<file path="config.mk">
export PLATFORM = sky130hd
export DESIGN_NAME = piso
export DESIGN_NICKNAME = d
export VERILOG_FILES = /design/src/rtl/piso.sv
export SDC_FILE = /design/constraint.sdc
export NUM_CORES = 1
export LEC_CHECK = 0
export CORE_AREA = 2 2 42 44
export DETAILED_ROUTE_END_ITERATION = 16
export DIE_AREA = 0 0 44 46
export GPL_ROUTABILITY_DRIVEN = 0
export PLACE_DENSITY = 0.65
export SKIP_CTS_REPAIR_TIMING = 1
export SLEW_MARGIN = 10
export SYNTH_ARGS = -nofsm -noshare
export SYNTH_HDL_FRONTEND = slang
export SYNTH_SLANG_ARGS = --single-unit
</file>
<file path="constraint.sdc">
create_clock -name clk -period 1.3 [get_ports clk]
set_input_delay 0.13 -clock clk [delete_from_list [all_inputs] [get_ports clk]]
set_output_delay 0.13 -clock clk [all_outputs]
set_load 0.03 [all_outputs]
</file>
<file path="src/rtl/piso.sv">
// Parallel-in serial-out framer: MSB-first serializer with a one-entry hold register for gapless frames.
// Optional feature: define PISO_PARITY_EN to append an even-parity bit after the LSB of every frame.
module piso #(
  parameter int WIDTH = 4
) (
  input  logic             clk,
  input  logic             rst,
  input  logic             in_valid,
  input  logic [WIDTH-1:0] p_in,
  output logic             in_ready,
  output logic             out_valid,
  output logic             s_out,
  output logic             busy
);

`ifdef PISO_PARITY_EN
  localparam int FRAME = WIDTH + 1;
`else
  localparam int FRAME = WIDTH;
`endif
  localparam int CW = $clog2(FRAME + 1);
  localparam logic [CW-1:0] CNT_ZERO = {CW{1'b0}};
  localparam logic [CW-1:0] CNT_ONE  = CW'(1);
  localparam logic [CW-1:0] CNT_LAST = CW'(FRAME - 1);

  typedef enum logic [0:0] {
    IDLE  = 1'b0,
    SHIFT = 1'b1
  } state_t;

`ifdef PISO_PARITY_EN
  function automatic logic even_parity(input logic [WIDTH-1:0] d);
    return ^d;
  endfunction
`endif

  function automatic logic [FRAME-1:0] make_frame(input logic [WIDTH-1:0] d);
`ifdef PISO_PARITY_EN
    return {d, even_parity(d)};
`else
    return d;
`endif
  endfunction

  state_t             state_r, next_state_s;
  logic [CW-1:0]      cnt_r, cnt_s;
  logic [FRAME-1:0]   shift_r, shift_s;
  logic [WIDTH-1:0]   hold_r, hold_s;
  logic               full_r, full_s;
  logic               out_valid_r, out_valid_s;
  logic               s_out_r, s_out_s;
  logic               busy_r, busy_s;

  logic               accept_s;
  logic               last_s;
  logic               load_hold_s;
  logic               load_in_s;
  logic               write_hold_s;
  logic [FRAME-1:0]   frame_s;

  // cnt_r counts the bits still to come after the one currently on s_out
  assign accept_s     = in_valid & ~full_r & ~rst;
  assign last_s       = (state_r == SHIFT) & (cnt_r == CNT_ZERO);
  assign load_hold_s  = last_s & full_r;
  assign load_in_s    = accept_s & ((state_r == IDLE) | last_s);
  assign write_hold_s = accept_s & (state_r == SHIFT) & ~last_s;
  assign frame_s      = make_frame(load_hold_s ? hold_r : p_in);

  // State register
  always_ff @(posedge clk) begin
    if (rst) begin
      state_r <= IDLE;
    end else begin
      state_r <= next_state_s;
    end
  end

  // Next-state logic
  always_comb begin
    next_state_s = IDLE;
    case (state_r)
      IDLE: begin
        if (accept_s) begin
          next_state_s = SHIFT;
        end else begin
          next_state_s = IDLE;
        end
      end
      SHIFT: begin
        if (last_s & ~full_r & ~accept_s) begin
          next_state_s = IDLE;
        end else begin
          next_state_s = SHIFT;
        end
      end
      default: next_state_s = IDLE;
    endcase
  end

  // Output logic: next values of the registered serial outputs and busy
  always_comb begin
    out_valid_s = 1'b0;
    s_out_s     = 1'b0;
    if (load_hold_s | load_in_s) begin
      out_valid_s = 1'b1;
      s_out_s     = frame_s[FRAME-1];
    end else if ((state_r == SHIFT) & ~last_s) begin
      out_valid_s = 1'b1;
      s_out_s     = shift_r[FRAME-1];
    end else begin
      out_valid_s = 1'b0;
      s_out_s     = 1'b0;
    end
    busy_s = (next_state_s == SHIFT) | full_s;
  end

  // Datapath next values: shift register, bit counter and hold register
  always_comb begin
    shift_s = shift_r;
    cnt_s   = cnt_r;
    hold_s  = hold_r;
    full_s  = full_r;
    if (load_hold_s | load_in_s) begin
      shift_s = {frame_s[FRAME-2:0], 1'b0};
      cnt_s   = CNT_LAST;
    end else if ((state_r == SHIFT) & ~last_s) begin
      shift_s = {shift_r[FRAME-2:0], 1'b0};
      cnt_s   = cnt_r - CNT_ONE;
    end else begin
      shift_s = {FRAME{1'b0}};
      cnt_s   = CNT_ZERO;
    end
    if (write_hold_s) begin
      hold_s = p_in;
      full_s = 1'b1;
    end else if (load_hold_s) begin
      hold_s = hold_r;
      full_s = 1'b0;
    end else begin
      hold_s = hold_r;
      full_s = full_r;
    end
  end

  // Datapath and output registers
  always_ff @(posedge clk) begin
    if (rst) begin
      shift_r     <= {FRAME{1'b0}};
      cnt_r       <= CNT_ZERO;
      hold_r      <= {WIDTH{1'b0}};
      full_r      <= 1'b0;
      out_valid_r <= 1'b0;
      s_out_r     <= 1'b0;
      busy_r      <= 1'b0;
    end else begin
      shift_r     <= shift_s;
      cnt_r       <= cnt_s;
      hold_r      <= hold_s;
      full_r      <= full_s;
      out_valid_r <= out_valid_s;
      s_out_r     <= s_out_s;
      busy_r      <= busy_s;
    end
  end

  assign in_ready  = ~full_r;
  assign out_valid = out_valid_r;
  assign s_out     = s_out_r;
  assign busy      = busy_r;

endmodule

</file>
Yosys cells after proc, flatten, opt, wreduce, memory -nomap -nowiden
Cells that the tools add are included.

Register bits after elaboration: 16. Latch bits: 0. RAM bits: 0. Memory bits (read-only): 0. Bits of input ports: 7. Output and inout port bits: 4. Word-level logic and storage cells: 47. Memories: 0.

Add/sub/neg operators: 1. Multipliers: 0. Div/mod/pow operators: 0. Magnitude comparators: 0. Equal/unequal tests: 0. Shifts and indexed selects: 0. Muxes and demuxes: 14. Bitwise logic cells: 19. Reduce and logical (&&, ||, !) cells: 3.

Operator list (count): 4-bit 2-to-1 mux (3); 1-bit AND (10); 1-bit 2-to-1 mux (8); 1-bit NOT (6); 2-bit 2-to-1 mux (2); 3-bit zero test (1); 1-bit OR (3); 3-bit OR reduction (1); 3-bit by 1-bit subtractor with 3-bit output (second input constant) (1); 1-bit one-hot mux with 2 select lines (1); 2-bit OR reduction (1).

Longest topological paths before layout
Gate-level depths: netlist of run 1.

Depth in word-level cells: 8. Mapped depth: 6. Gate-level depth less buffers: 5.

Worst setup path before layout of run 1
OpenSTA, ideal clock, no wires.

Path kind: register to register. Start point: reg cnt_r[0]. End point: reg cnt_r[0]. Library setup time: 134 ps. Arrival time: 1269 ps. Data required time: 1166 ps. Slack: -102 ps. Cell stages (with the launch flop): 6. Path buffers: 0. Period minus slack after synthesis: 1402 ps. Cell sequence: dfxtp_1 -> inv_1 -> ha_1 -> or3b_2 -> a21oi_2 -> a211oi_1.

Cells in the longest elaborated chain, start to end: 6. Elaborated cells between the ends (all ways): 11. Those cells by class: 1 x add/sub; 2 x mux; 7 x bitwise; 1 x reduce/logical.

RTL lines: start, declared (RTL line 46) `logic [CW-1:0] cnt_r, cnt_s;`; start signal, assigned (RTL line 157) `cnt_r <= cnt_s;`; 3-bit zero test (RTL line 63) `assign last_s = (state_r == SHIFT) & (cnt_r == CNT_ZERO);`; 1-bit AND (RTL line 63); 1-bit OR or 1-bit NOT (tied branches) (RTL line 65, 126); 1-bit AND (on tied branches) (RTL line 65, 126); 1-bit OR or 2-bit 2-to-1 mux (tied branches) (RTL line 123, 126); 2-bit 2-to-1 mux (*) (RTL line 123) `if (load_hold_s | load_in_s) begin`.

Mark *: on every way between the ends. The rest lies on a longest branch, timed or not. A chain may end at the register's enable or synchronous reset.

Worst setup path in the final report of run 1
Start point: reg cnt_r[1]. End point: reg busy_r (netlist: busy).

Cells in the longest elaborated chain, start to end: 7. Elaborated cells between the ends (all ways): 12. Those cells by class: 4 x mux; 7 x bitwise; 1 x reduce/logical.

RTL lines: 3-bit zero test (*) (RTL line 63); 1-bit AND (*) (RTL line 63); 1-bit AND (2 in a row) (RTL line 90) `if (last_s & ~full_r & ~accept_s) begin`; 1-bit 2-to-1 mux (RTL line 90); 1-bit one-hot mux with 2 select lines (RTL line 81) `case (state_r)`; 1-bit OR (*) (RTL line 114) `busy_s = (next_state_s == SHIFT) | full_s;`; end signal, assigned (RTL line 162) `busy_r <= busy_s;`; end, declared (RTL line 52) `logic busy_r, busy_s;`.

Marks and branches as above.

==> results of run 1 <==
-- area by class of cell --
type	count	area [um2]	area share, %
Multi-Input combinational cell	36	334	36.4
Sequential cell	15	302	32.9
Tap cell	17	21.3	2.32
Inverter	8	30.0	3.27
Clock buffer	4	26.3	2.86
Timing Repair Buffer	22	204	22.2
-- cells by family after synthesis --
logic type                 count (synthesis)  share of synthesized area [%]
muxes                                      5                           7.81
adders and majority gates                  2                           3.91
xor gates and xnor gates                   1                           1.37
buffers and inverters                     12                           7.23
AOI/OAI and AO/OA                         18                           23.4
and+or+nand+nor                           10                           9.38
DFF                                       15                           46.9
-- Yosys cell counts, drive strengths merged --
cell type	n	area [um2]
ha	2	25.0
nor2	3	11.3
nand2b	1	6.26
xor2	1	8.76
and3	1	6.26
nand4b	1	8.76
dfxtp	15	300
clkbuf	3	11.3
a211oi	2	15.0
buf	1	5.00
a311oi	5	43.8
a31o	4	35.0
inv	8	30.0
mux2i	5	50.1
o2bb2ai	3	26.3
nor2b	2	12.5
and2	1	6.26
or3b	1	8.76
o21bai	1	7.51
a21oi	2	13.8
a211o	1	8.76
-- flip-flops by register name, indices dropped and copies added, names as in the netlist --
register,cells
hold_r,4
cnt_r,3
shift_r,3
busy,1
full_r,1
out_valid,1
s_out,1
state_r,1
-- critical path, stage by stage, from the launching register on --
cell,delay (ns)
dfxtp_1,0.32
inv_2,0.07
ha_4,0.16
or3b_4,0.39
a21oi_4,0.24
o21bai_1,0.08
-- layer usage --
metal	vias up	share of wire (%)	track usage, %
met5	-	0	0
met2	12	52	22.9
met1	266	44	15.5
li1	272	-	-
met3	2	3.0	3.57
met4	0	1.4	5.45
-- worst max path at each step --
stage / end / depth (start not counted) / startpoint / slack [ns]
2_1_floorplan: cnt_r[0] / 5 / cnt_r[0] / -0.02
3_3_place_gp: hold_r[0] / 4 / rst / -0.13
3_5_place_dp: hold_r[3] / 4 / rst / -0.14
4_1_cts: in_ready / 2 / full_r / -0.21
5_1_grt: busy / 5 / cnt_r[0] / -0.13
6_report: busy / 5 / cnt_r[1] / -0.08
-- layout by cell type (no fill, tap or decap) --
cell type / instances
and3_1: 1
and2_1: 1
dlymetal6s2s_1: 4
a31o_2: 4
a21oi_4: 1
buf_6: 1
o21bai_1: 1
mux2i_1: 5
xor2_1: 1
nand2b_4: 1
or3b_4: 1
inv_1: 6
dfxtp_2: 1
ha_1: 1
inv_2: 2
dfxtp_1: 14
nor2b_1: 2
clkbuf_4: 3
o2bb2ai_1: 3
ha_4: 1
a211o_1: 1
a311oi_1: 5
clkdlybuf4s50_1: 6
clkbuf_1: 1
nor2_1: 3
nand4b_1: 1
a21oi_1: 1
a211oi_2: 2
buf_4: 11
-- through the flow --
stage / area (um2) / instances / setup TNS (ns) / power [uW] / hold WS [ns]
2_1_floorplan: 661 / 63 / -0.0462 / 652 / 0.276
3_3_place_gp: 833 / 95 / -1.01 / 747 / 0.414
3_5_place_dp: 833 / 95 / -1.16 / 748 / 0.419
4_1_cts: 860 / 99 / -1.09 / 1010 / 0.441
5_1_grt: 917 / 102 / -0.740 / 1080 / 0.452
6_report: 917 / 102 / -0.303 / 1030 / 0.438
-- power breakdown --
part	internal, uW	switching (uW)
combinational	140	126
sequential	490	17.1
clock	119	141
==> metrics.md, run 1 <==
| Metric | Value |
|---|---|
| Final Hold Viols | 0 |
| Ant diodes | 0 |
| CP endpoint kind | flip-flop |
| Leakage | 0.000418 uW |
| Worst-Margin Slew | 0.323 ns |
| Initial DRC count | 5 |
| RR Startpoint | cnt_r[1] |
| Max-slew violation count | 0 |
| Final Critical Period | 1.38 ns |
| Cell count of the worst hold path | 1 |
| Share of cells above drive strength 1 | 32.9% |
| Syn_nets | 72 |
| Mapped Area | 641 um2 |
| Hold EP | shift_r[2] |
| Synth unique cells | 22 |
| Clk sink count | 15 |
| Final worst-path cycle share | 106% |
| Total congestion overflow | 0 |
| Layout Skew | 0.00732 ns |
| Pre-CTS setup slack | -0.136 ns |
| Residual DRC | 0 |
| DR WL/cell | 13.0 um |
| Rel. slew slack | 78.4% |
| Die Ht | 46 um |
| Die width | 44 um |
| FMAX | 726 MHz |
| Input/output buffers | 10 |
| H-tree depth | 1 |
| Final WL | 1.32 mm |
| Cell Rows | 15 |
| Max FO, Critical Path | 5 |
| Hold_sp | shift_r[1] |
| Max_cap viols | 0 |
| Startpoint Class | flip-flop |
| CTS tree | yes |
| CTS root buf | clkbuf_4 |
| Initial antenna violation count | 0 |
| Core footprint | 1610 um2 |
| P per Cell Area | 1130 nW/um2 |
| Pre-antenna DRT Iters | 4 |
| Die ar. | 2020 um2 |
| GRT Util Overall | 13.3% |
| Violated checks | negative setup slack |
| Arr. time, crit path | 1.54 ns |
| Status | finished, violations left |
| Placed wire-length estimate | 881 um |
| Post-synthesis register bit count | 15 |
| PnR worst setup slack | -0.0772 ns |
| Vias in the first global route | 487 |
| Starting Density | 39.7% |
| Vias/cell | 5.41 |
| WP data required | 1.47 ns |
| Worst setup path category | reg -> reg |
| Nets | 95 |
| Post-route ant nets | 0 |
| CTS clk-pin slew, worst paths | 0.09 ns |
| RSZ-0062 raised after global routing | true |
| Clock Latency Late Sink | 0.28 ns |
| Reg-to-reg slack, setup | -0.08 ns |
| Area Overhead vs Synth | 43.2% |
| Final core utilization | 56.8% |
| FF-to-FF path depth | 5 |
| Synth Area per Inst | 10.2 um2 |
| Vias | 552 |
| Synth Instances | 63 |
| Post-synthesis sequential area ratio | 46.9% |
| HP Class | reg -> reg |
| IO Count | 11 |
| # fillers | 148 |
| Final setup viols | 5 |
| Max VDD drop | 0.646 mV |
| Pin count of the biggest net entering global routing | 9 |
| First-pass GRT wire length | 1.95 mm |
| Ys Warns | 0 |
| Max Root-Sink Buffers | 2 |
| Worst R2R End | busy |
| CTS buffer count | 3 |
Power figures use the tool's default switching activity.
==> inputs of run 2 (changes only) <==
CORE_AREA = 4 4 44 46   (was 2 2 42 44)
DIE_AREA = 0 0 48 50   (was 0 0 44 46)
==> run 2 against run 1 <==
Net effect:
- the flow still finishes with violations (negative setup slack)
- flip-flop and latch count unchanged
- combinational power about the same
- utilization up 3.9 points
- routed wire length down 2.7%
- critical path type unchanged
- largest power group unchanged
==> metrics.md, run 2 (synthesis gave the netlist of run 1 again) <==
| Metric | Value |
|---|---|
| Largest regs | hold_r: 4 flops, cnt_r: 3 flops, shift_r: 3 flops |
| Hold EP | shift_r[3] |
| Die width | 48 um |
| Final Hold Viols | 0 |
| CTS buffer count | 3 |
| DR WL/cell | 12.9 um |
| Final worst-path cycle share | 103% |
| P per Cell Area | 1130 nW/um2 |
| Vias | 540 |
| Final cell area excluding filler cells | 915 um2 |
| Pin count of the biggest net entering global routing | 10 |
| Max_cap viols | 0 |
| Max FO, Critical Path | 5 |
| Top reg by flops | hold_r |
| Clock Latency Late Sink | 0.28 ns |
| CTS tree | yes |
| First-pass GRT wire length | 2.01 mm |
| Final Power | 1030 uW |
| Input/output buffers | 10 |
| HP Class | reg -> reg |
| TNS Setup | -0.134 ns |
| Worst setup path category | reg -> reg |
| Placed wire-length estimate | 912 um |
| Core footprint | 1510 um2 |
| Commonest cells after routing, fill and taps aside | 14 x dfxtp_1, 11 x buf_4, 6 x inv_1, 6 x clkdlybuf4s50_1 |
| Reg-to-reg slack, setup | -0.03 ns |
| Final Critical Period | 1.33 ns |
| Startpoint Class | flip-flop |
| CTS root buf | clkbuf_4 |
| CTS clk-pin slew, worst paths | 0.09 ns |
| RR Startpoint | cnt_r[0] |
| Share of cells above drive strength 1 | 34.5% |
| FF-to-FF path depth | 5 |
| FMAX | 750 MHz |
| Nets | 94 |
| Routed length on met2 | 553 um |
| Initial antenna violation count | 0 |
| Die Ht | 50 um |
| Worst R2R End | state_r |
| Leakage | 0.000414 uW |
| Commonest non-fill, non-tap cell in the layout | dfxtp_1 |
| GRT Util Overall | 12.0% |
| Starting Density | 42.5% |
| CP endpoint kind | flip-flop |
| Violated checks | negative setup slack |
| Die ar. | 2400 um2 |
| Post-route ant nets | 0 |
| Clk sink count | 15 |
| Cell Rows | 14 |
| Max Root-Sink Buffers | 2 |
| PnR worst setup slack | -0.0330 ns |
| Arr. time, crit path | 1.50 ns |
| Post-placement cell area | 840 um2 |
| Hold_sp | shift_r[2] |
| Final WL | 1.29 mm |
| Total congestion overflow | 0 |
| Max reg flops | 4 |
| Max-slew violation count | 0 |
| Initial DRC count | 8 |
| Final setup viols | 5 |
| WP data required | 1.47 ns |
| Vias/cell | 5.40 |
| Worst-Margin Slew | 0.319 ns |
| Layout Skew | 0.00843 ns |
| H-tree depth | 1 |
| Residual DRC | 0 |
| Vias in the first global route | 440 |
| Area Overhead vs Synth | 42.8% |
| Ant diodes | 0 |
| Critical Path Start | cnt_r[0] |
| Met3 WL | 85 um |
| Rel. slew slack | 78.7% |
| Met1 wire length | 634 um |
| Status | finished, violations left |
| Final Non-Filler Cells | 100 |
| Max VDD drop | 0.705 mV |
| Top routing layer used | met4 |
| Placed insts | 95 |
| IO Count | 11 |
| RSZ-0062 raised after global routing | true |
| Cell count of the worst hold path | 1 |
| Pre-antenna DRT Iters | 4 |
run 2: changes by cell type in the layout (fill, tap and decap cells not counted):
| cell | previous run | this run |
|---|---|---|
| a211o_4 | 0 | 1 |
| a211o_1 | 1 | 0 |
| buf_6 | 1 | 0 |
| and2_2 | 0 | 1 |
| and2_1 | 1 | 0 |
run 2: metal layers:
| metal | global-route usage (%) | vias to the layer above |
|---|---|---|
| li1 | - | 273 |
| met1 | 17.6 | 252 |
| met2 | 14.5 | 13 |
| met3 | 6.55 | 2 |
| met4 | 4.04 | 0 |
| met5 | 0 | - |
run 2: worst max-delay path by stage:
stage / endpoint / slack, ns
after global routing: busy / -0.09
after floorplan: cnt_r[0] / -0.02
after CTS: in_ready / -0.23
after global placement: cnt_r[1] / -0.15
after detailed placement: cnt_r[1] / -0.15
final: state_r / -0.03
run 2: power breakdown:
part	leakage, uW	internal (uW)	total, uW	switching (uW)
clock network	0.0000150	119	259	139
logic	0.000276	139	263	124
registers	0.000123	490	508	18.0
total	0.000414	748	1030	281
run 2: stage by stage:
stage	hold slack, ns	setup WS (ns)	utilization (%)
after floorplan	0.276	-0.0154	-
after global placement	0.416	-0.147	55.7
after detailed placement	0.419	-0.152	55.7
after CTS	0.438	-0.230	57.5
after global routing	0.452	-0.0934	60.7
final	0.431	-0.0330	60.7
run 2: cell type report:
cell class / count / area [um2]
Tap cell: 16 / 20.0
Clock buffer: 4 / 26.3
Multi-Input combinational cell: 36 / 344
Fill cell: 135 / 592
Inverter: 8 / 30.0
Sequential cell: 15 / 302
Timing Repair Buffer: 21 / 193
run 2: worst max-delay path, stage by stage, from the launching register on:
cell	delay, ns
dfxtp_2	0.33
inv_2	0.07
ha_4	0.15
or3b_4	0.39
a21oi_4	0.22
nor2_1	0.07
